--- config.mk ---
export PLATFORM = sky130hd
export DESIGN_NAME = decode_stage_pipe
export DESIGN_NICKNAME = d
export VERILOG_FILES = /design/src/rtl/decode_pkg.sv /design/src/rtl/decode_stage_pipe_imm_gen.sv /design/src/rtl/decode_stage_pipe.sv
export SDC_FILE = /design/constraint.sdc
export NUM_CORES = 2
export LEC_CHECK = 0
export CAP_MARGIN = 20
export CORE_ASPECT_RATIO = 1.5
export CORE_MARGIN = 2
export CORE_UTILIZATION = 30
export CTS_CLUSTER_DIAMETER = 50
export DETAILED_ROUTE_END_ITERATION = 12
export MAX_ROUTING_LAYER = met4
export SETUP_SLACK_MARGIN = 0.05
export SLEW_MARGIN = 20
export SYNTH_ARGS = -nofsm -noshare
export SYNTH_HDL_FRONTEND = slang
export SYNTH_SLANG_ARGS = --single-unit
--- constraint.sdc ---
create_clock -name clk -period 8.2 [get_ports clk]
set_input_delay 2.05 -clock clk [delete_from_list [all_inputs] [get_ports clk]]
set_output_delay 2.05 -clock clk [all_outputs]
set_load 0.005 [all_outputs]
--- src/rtl/decode_pkg.sv ---
// Shared decode definitions: opcodes, immediate formats, ALU classes and the
// load/store type codes the memory stage also understands.
package decode_pkg;

  localparam logic [6:0] OP     = 7'b0110011;
  localparam logic [6:0] OP_IMM = 7'b0010011;
  localparam logic [6:0] LOAD   = 7'b0000011;
  localparam logic [6:0] STORE  = 7'b0100011;
  localparam logic [6:0] BRANCH = 7'b1100011;
  localparam logic [6:0] JAL    = 7'b1101111;
  localparam logic [6:0] JALR   = 7'b1100111;
  localparam logic [6:0] LUI    = 7'b0110111;
  localparam logic [6:0] AUIPC  = 7'b0010111;
  localparam logic [6:0] SYSTEM = 7'b1110011;

  typedef enum logic [2:0] {IMM_I, IMM_S, IMM_B, IMM_U, IMM_J} imm_fmt_e;

  localparam logic [1:0] ALU_ADD    = 2'b00;
  localparam logic [1:0] ALU_BRANCH = 2'b01;
  localparam logic [1:0] ALU_FUNC   = 2'b10;
  localparam logic [1:0] ALU_MULDIV = 2'b11;

  // Zero means "no memory access" so an idle control word is all zeros.
  localparam logic [2:0] LD_NONE = 3'd0;
  localparam logic [2:0] LD_B    = 3'd1;
  localparam logic [2:0] LD_H    = 3'd2;
  localparam logic [2:0] LD_W    = 3'd3;
  localparam logic [2:0] LD_BU   = 3'd4;
  localparam logic [2:0] LD_HU   = 3'd5;

  localparam logic [1:0] ST_NONE = 2'd0;
  localparam logic [1:0] ST_B    = 2'd1;
  localparam logic [1:0] ST_H    = 2'd2;
  localparam logic [1:0] ST_W    = 2'd3;

  typedef struct packed {
    logic [1:0] alu_op;
    logic       alu_src;
    logic [2:0] func3;
    logic [6:0] func7;
    logic       mem_write;
    logic [2:0] mem_load_type;
    logic [1:0] mem_store_type;
    logic       wb_load;
    logic       wb_reg_file;
    logic       branch;
    logic       jump;
    logic       illegal;
  } ctrl_t;

  function automatic logic [2:0] load_type(input logic [2:0] f3);
    case (f3)
      3'b000:  return LD_B;
      3'b001:  return LD_H;
      3'b010:  return LD_W;
      3'b100:  return LD_BU;
      3'b101:  return LD_HU;
      default: return LD_NONE;
    endcase
  endfunction

  function automatic logic [1:0] store_type(input logic [2:0] f3);
    case (f3)
      3'b000:  return ST_B;
      3'b001:  return ST_H;
      3'b010:  return ST_W;
      default: return ST_NONE;
    endcase
  endfunction

endpackage

--- src/rtl/decode_stage_pipe_imm_gen.sv ---
// Immediate generator: assembles the I/S/B/U/J immediate and sign-extends it to XLEN.
module imm_gen
  import decode_pkg::*;
#(
  parameter int unsigned XLEN = 32
) (
  input  logic [31:0]     instruction,
  input  imm_fmt_e        fmt,
  output logic [XLEN-1:0] imm
);

  logic [31:0] imm32;

  always_comb begin
    imm32 = '0;
    case (fmt)
      IMM_S: imm32 = {{20{instruction[31]}}, instruction[31:25], instruction[11:7]};
      IMM_B: imm32 = {{19{instruction[31]}}, instruction[31], instruction[7],
                      instruction[30:25], instruction[11:8], 1'b0};
      IMM_U: imm32 = {instruction[31:12], 12'b0};
      IMM_J: imm32 = {{11{instruction[31]}}, instruction[31], instruction[19:12],
                      instruction[20], instruction[30:21], 1'b0};
      default: imm32 = {{20{instruction[31]}}, instruction[31:20]};
    endcase
  end

  assign imm = XLEN'($signed(imm32));

endmodule

--- src/rtl/decode_stage_pipe.sv ---
// Registered RV32I decode stage with bypassed register file and load-use stall.
// Define DECODE_M_EXT_EN to decode the M-extension (MUL/DIV) encodings.
module decode_stage_pipe
  import decode_pkg::*;
#(
  parameter int unsigned       XLEN     = 32,
  parameter int unsigned       NUM_REGS = 32,
  parameter logic [XLEN-1:0]   RESET_PC = '0,
  localparam int unsigned      RA_W     = $clog2(NUM_REGS)
) (
  input  logic            clk,
  input  logic            rst,
  input  logic            in_valid,
  output logic            in_ready,
  input  logic [31:0]     instruction,
  input  logic [XLEN-1:0] pc,
  input  logic            wb_wr_en,
  input  logic [RA_W-1:0] wb_wr_addr,
  input  logic [XLEN-1:0] wb_wr_data,
  input  logic            flush,
  input  logic            ex_ready,
  output logic            out_valid,
  output logic [XLEN-1:0] out_pc,
  output logic [XLEN-1:0] op1,
  output logic [XLEN-1:0] op2,
  output logic [RA_W-1:0] out_rs1,
  output logic [RA_W-1:0] out_rs2,
  output logic [RA_W-1:0] out_rd,
  output logic [XLEN-1:0] imm,
  output logic [1:0]      alu_op,
  output logic            alu_src,
  output logic [2:0]      func3,
  output logic [6:0]      func7,
  output logic            mem_write,
  output logic [2:0]      mem_load_type,
  output logic [1:0]      mem_store_type,
  output logic            wb_load,
  output logic            wb_reg_file,
  output logic            branch,
  output logic            jump,
  output logic            illegal
);

  logic [RA_W-1:0] rs1, rs2, rd;
  logic [6:0]      opcode;
  logic [2:0]      f3;
  logic [6:0]      f7;

  assign opcode = instruction[6:0];
  assign f3     = instruction[14:12];
  assign f7     = instruction[31:25];
  assign rd     = instruction[7 +: RA_W];
  assign rs1    = instruction[15 +: RA_W];
  assign rs2    = instruction[20 +: RA_W];

  // Register file: entry 0 is never written, and reads of it are forced to zero.
  logic [XLEN-1:0] rf_q [NUM_REGS];
  logic [XLEN-1:0] rs1_val, rs2_val;

  always_ff @(posedge clk or negedge rst) begin
    if (!rst) begin
      rf_q <= '{default: '0};
    end else if (wb_wr_en && (wb_wr_addr != '0)) begin
      rf_q[wb_wr_addr] <= wb_wr_data;
    end
  end

  always_comb begin
    rs1_val = rf_q[rs1];
    if (rs1 == '0)                               rs1_val = '0;
    else if (wb_wr_en && (wb_wr_addr == rs1))    rs1_val = wb_wr_data;
    rs2_val = rf_q[rs2];
    if (rs2 == '0)                               rs2_val = '0;
    else if (wb_wr_en && (wb_wr_addr == rs2))    rs2_val = wb_wr_data;
  end

  // Control decode.
  ctrl_t    ctrl;
  imm_fmt_e fmt;
  logic     uses_rs1, uses_rs2, bad;

  always_comb begin
    ctrl       = '0;
    ctrl.func3 = f3;
    ctrl.func7 = f7;
    fmt        = IMM_I;
    uses_rs1   = 1'b1;
    uses_rs2   = 1'b0;
    bad        = 1'b0;
    case (opcode)
      OP: begin
        uses_rs2 = 1'b1;
        if ((f7 == 7'b0000000) ||
            ((f7 == 7'b0100000) && ((f3 == 3'b000) || (f3 == 3'b101)))) begin
          ctrl.alu_op      = ALU_FUNC;
          ctrl.wb_reg_file = 1'b1;
        end else if (f7 == 7'b0000001) begin
`ifdef DECODE_M_EXT_EN
          ctrl.alu_op      = ALU_MULDIV;
          ctrl.wb_reg_file = 1'b1;
`else
          bad = 1'b1;
`endif
        end else begin
          bad = 1'b1;
        end
      end
      OP_IMM: begin
        ctrl.alu_op      = ALU_FUNC;
        ctrl.alu_src     = 1'b1;
        ctrl.wb_reg_file = 1'b1;
        if ((f3 == 3'b001) && (f7 != 7'b0000000)) bad = 1'b1;
        if ((f3 == 3'b101) && (f7 != 7'b0000000) && (f7 != 7'b0100000)) bad = 1'b1;
      end
      LOAD: begin
        ctrl.alu_src       = 1'b1;
        ctrl.wb_load       = 1'b1;
        ctrl.wb_reg_file   = 1'b1;
        ctrl.mem_load_type = load_type(f3);
        bad                = (ctrl.mem_load_type == LD_NONE);
      end
      STORE: begin
        fmt                 = IMM_S;
        uses_rs2            = 1'b1;
        ctrl.alu_src        = 1'b1;
        ctrl.mem_write      = 1'b1;
        ctrl.mem_store_type = store_type(f3);
        bad                 = (ctrl.mem_store_type == ST_NONE);
      end
      BRANCH: begin
        fmt         = IMM_B;
        uses_rs2    = 1'b1;
        ctrl.alu_op = ALU_BRANCH;
        ctrl.branch = 1'b1;
        bad         = (f3 == 3'b010) || (f3 == 3'b011);
      end
      JAL: begin
        fmt              = IMM_J;
        uses_rs1         = 1'b0;
        ctrl.alu_src     = 1'b1;
        ctrl.jump        = 1'b1;
        ctrl.wb_reg_file = 1'b1;
      end
      JALR: begin
        ctrl.alu_src     = 1'b1;
        ctrl.jump        = 1'b1;
        ctrl.wb_reg_file = 1'b1;
        bad              = (f3 != 3'b000);
      end
      LUI, AUIPC: begin
        fmt              = IMM_U;
        uses_rs1         = 1'b0;
        ctrl.alu_src     = 1'b1;
        ctrl.wb_reg_file = 1'b1;
      end
      SYSTEM: ;
      default: bad = 1'b1;
    endcase
    // An undecodable instruction must have no architectural side effects.
    if (bad) begin
      ctrl         = '0;
      ctrl.func3   = f3;
      ctrl.func7   = f7;
      ctrl.illegal = 1'b1;
    end
  end

  logic [XLEN-1:0] imm_dec;

  imm_gen #(
    .XLEN (XLEN)
  ) u_imm_gen (
    .instruction (instruction),
    .fmt         (fmt),
    .imm         (imm_dec)
  );

  // ID/EX register and handshake.
  logic            valid_q;
  ctrl_t           ctrl_q;
  logic [XLEN-1:0] pc_q, op1_q, op2_q, imm_q;
  logic [RA_W-1:0] rs1_q, rs2_q, rd_q;
  logic            advance, hz, accept;

  assign advance  = ex_ready | ~valid_q;
  assign hz       = in_valid & valid_q & ctrl_q.wb_load & (rd_q != '0) &
                    ((uses_rs1 & (rs1 == rd_q)) | (uses_rs2 & (rs2 == rd_q)));
  assign in_ready = flush | (advance & ~hz);
  assign accept   = in_valid & in_ready & ~flush;

  always_ff @(posedge clk or negedge rst) begin
    if (!rst) begin
      valid_q <= 1'b0;
      ctrl_q  <= '0;
      pc_q    <= RESET_PC;
      op1_q   <= '0;
      op2_q   <= '0;
      imm_q   <= '0;
      rs1_q   <= '0;
      rs2_q   <= '0;
      rd_q    <= '0;
    end else if (flush) begin
      valid_q <= 1'b0;
    end else if (advance) begin
      valid_q <= accept;
      if (accept) begin
        ctrl_q <= ctrl;
        pc_q   <= pc;
        op1_q  <= rs1_val;
        op2_q  <= rs2_val;
        imm_q  <= imm_dec;
        rs1_q  <= rs1;
        rs2_q  <= rs2;
        rd_q   <= rd;
      end
    end
  end

  assign out_valid      = valid_q;
  assign out_pc         = pc_q;
  assign op1            = op1_q;
  assign op2            = op2_q;
  assign out_rs1        = rs1_q;
  assign out_rs2        = rs2_q;
  assign out_rd         = rd_q;
  assign imm            = imm_q;
  assign alu_op         = ctrl_q.alu_op;
  assign alu_src        = ctrl_q.alu_src;
  assign func3          = ctrl_q.func3;
  assign func7          = ctrl_q.func7;
  assign mem_write      = ctrl_q.mem_write;
  assign mem_load_type  = ctrl_q.mem_load_type;
  assign mem_store_type = ctrl_q.mem_store_type;
  assign wb_load        = ctrl_q.wb_load;
  assign wb_reg_file    = ctrl_q.wb_reg_file;
  assign branch         = ctrl_q.branch;
  assign jump           = ctrl_q.jump;
  assign illegal        = ctrl_q.illegal;

endmodule
==> results_dict.tcl <==
set metrics [dict create \
    status "finished clean" \
    ys_dominant_reg_cell "dfrtp_1" \
    layout.nets 4838 \
    die-area_um2 203000 \
    ios 276 \
    finalSetupViolCount 0 \
    grt_pass1_vias 43500 \
    skew_ns 0.0273 \
    p_leak_nw 28.3 \
    power_density_nw_per_um2 240 \
    yosys_warnings 0 \
    synth_edf_count 0 \
    drt-pass1-iter-count 9 \
    cts_max_level 3 \
    port-buffer-count 275 \
    synthCells 4740 \
    routed_wirelength_mm 208 \
    pwr-share-comb_pct 19.7 \
    avgRoutedWirePerCell_um 27.8 \
    yosysUniqueCellTypes 61 \
    critical-path-max-stage-delay_ns 0.70 \
    synth.cell_area_um2 59800 \
    critPathCaptureType "primary output" \
    ctsHoldBuffers 0 \
    async_flop_share_pct 100 \
    path_class "in2out" \
    synth-seq-cells 1191 \
    max_slew.worst_pin.slew_ns 1.15 \
    mostFrequentLayoutCells "1191 x dfrtp_1, 613 x o21ai_0, 568 x mux2_2, 545 x nand2_1, 478 x mux4_2" \
    initial_core_util_pct 30.2 \
    clk-insertion-delay-late_ns 0.76 \
    die_h_um 551 \
    cts_tree "built" \
    maxSlewViolCount 0 \
    cts_sinks 1191 \
    pwr-share-clk_pct 33.3 \
    cp-start-kind "input pin" \
    fillers 19200 \
    viasPerCell 5.75 \
    clk_pin_slew_ns 0.07 \
    final_util_pct 34.9 \
    hpwl_mm 121 \
    cp_slowest_cell "clkdlybuf4s50_1" \
    grt_first_pass_wirelength_mm 306 \
    critPathRequiredTime_ns 6.15 \
    hold_violations 0 \
    ctsRootBufferMaster "clkbuf_16" \
    drive_above_1_share_pct 28.9 \
    drv_cap 0 \
    clk_path_buf_depth 3 \
    syn-num-nets 4847 \
    syn_avg_cell_area_um2 12.6 \
    grt_util_all_layers_pct 20.8 \
    vias 43000 \
    power.internal_mw 11.9 \
    fmax_mhz 152 \
    cp.arrival_ns 4.55 \
    drtIter0Drc 4189 \
    layout_commonest_cell "dfrtp_1" \
    cp_common_cell "clkdlybuf4s50_1" \
    area_growth_pct 15.4 \
    gp_congestion 0.866 \
    cts_buffers 114 \
    fp.coreArea_um2 198000 \
    yosysSeqAreaShare_pct 49.8 \
    rsz0062_at_grt "no" \
    grt_antenna_before_repair 20 \
    pwr-share-seq_pct 47.0 \
    rows 200 \
    cp_max_fo 15 \
    p_switching_mw 4.69 \
    whs_ns 0.396 \
    grt_overflow 0 \
    path_cells "clkdlybuf4s50_1 > or3b_1 > a21oi_1 > buf_4 > nor4_1 > o21a_4 > nor2_1 > clkdlybuf4s50_1" \
    sw_frac_of_total_pct 28.3 \
    post_cts_buffers 0 \
    cts_resized 0 \
    finalCritPeriodShare_pct 80.5 \
    finalSetupTns_ns 0 \
    worst_slew_margin_rel_pct 23.0 \
    drc_errors 0 \
    drtAntennaViolNets 0 \
    die_w_um 369 \
    hp-class "reg2reg" \
    ir_drop_mv 0.204 \
    min_period_ns 6.60 \
    grt_max_degree 162 \
]
final timing paths:
| path | startpoint | endpoint | slack [ns] | depth (start not counted) |
|---|---|---|---|---|
| setup / recovery | instruction[6] | in_ready | 1.60 | 8 |
| hold / removal | rf_q[1007] | rf_q[1007] | 0.40 | 0 |
| setup reg to reg | out_rd[1] | out_rs2[4] | 4.40 | 8 |
| hold reg to reg | rf_q[1007] | rf_q[1007] | 0.40 | 0 |
| max in group asynchronous | rst | rf_q[97] | 5.23 | 2 |
| min in group asynchronous | rst | rf_q[216] | 1.23 | 1 |
registers in the layout, indices dropped and copies added, names as in the netlist, 5 cells and up:
| register | flops |
|---|---|
| out_rd | 5 |
| out_pc | 32 |
| rf_q | 1024 |
| op1 | 32 |
| op2 | 32 |
| func7 | 7 |
| out_rs2 | 5 |
| out_rs1 | 5 |
| imm | 31 |
area by class of cell:
cell class | count | area [um^2] | share of cell area (%)
timing repair buffer | 375 | 3690 | 5.35
multi-input combinational | 3014 | 28200 | 40.9
tap | 2626 | 3290 | 4.76
inverter | 35 | 131 | 0.190
antenna | 16 | 40.0 | 0.0580
sequential | 1191 | 29800 | 43.2
clock buffer | 164 | 3290 | 4.77
clock inverter | 49 | 564 | 0.817
cell families after synthesis:
logic type | synth area share, %
flip-flops | 49.8
buffers and inverters | 3.41
AND/OR/NAND/NOR | 4.93
multiplexers | 30.0
XOR/XNOR | 0.322
AO/OA/AOI/OAI | 11.5
synth_stat cells, types with 10 or more instances:
cell | instances | area [um^2]
dfrtp_1 | 1191 | 29800
o21ai_0 | 613 | 3070
mux2_2 | 568 | 6400
nand2_1 | 562 | 2110
mux4_2 | 478 | 10800
clkbuf_1 | 400 | 1500
a22oi_1 | 239 | 1790
a21oi_1 | 131 | 656
buf_1 | 77 | 289
mux2i_1 | 62 | 621
o211ai_1 | 57 | 428
nor2_1 | 36 | 135
inv_1 | 35 | 131
o221ai_1 | 30 | 263
a21boi_0 | 26 | 195
buf_2 | 22 | 110
nand3_1 | 21 | 105
nor2b_1 | 18 | 113
mux2_1 | 14 | 158
o21ai_1 | 13 | 65.1
xor2_1 | 13 | 114
o22ai_1 | 12 | 75.1
nand2b_1 | 10 | 62.6
critical path, delay by kind of cell:
family                 cells  cell delay [ns]
buffers and inverters      3             1.41
AND/OR/NAND/NOR            3             0.71
AO/OA/AOI/OAI              2             0.36
per-stage QoR:
stage	total power, mW	instances	setup WS [ns]	area, um^2
6_report	16.6	7470	1.60	69000
5_1_grt	17.3	7467	1.51	69000
4_1_cts	16.7	7454	1.62	69000
3_5_place_dp	11.2	7241	1.63	65100
3_3_place_gp	11.0	7239	1.55	65100
2_1_floorplan	9.79	4740	2.47	59800
power groups by stage:
stage / logic, mW / registers, mW / clock network [mW]
2_1_floorplan: 2.21 / 7.57 / 0
3_3_place_gp: 3.20 / 7.80 / 0
3_5_place_dp: 3.28 / 7.88 / 0
4_1_cts: 3.29 / 7.77 / 5.62
5_1_grt: 3.56 / 7.92 / 5.84
6_report: 3.27 / 7.80 / 5.53
routing by layer:
layer / share of wire [%] / vias to the layer above / track usage, %
li1: - / 17700 / -
met1: 39 / 22600 / 25.4
met2: 48 / 2075 / 32.9
met3: 9.1 / 518 / 4.66
met4: 4.8 / 0 / 9.36
met5: 0 / - / -
No activity file was read; power rests on OpenSTA's default activity.
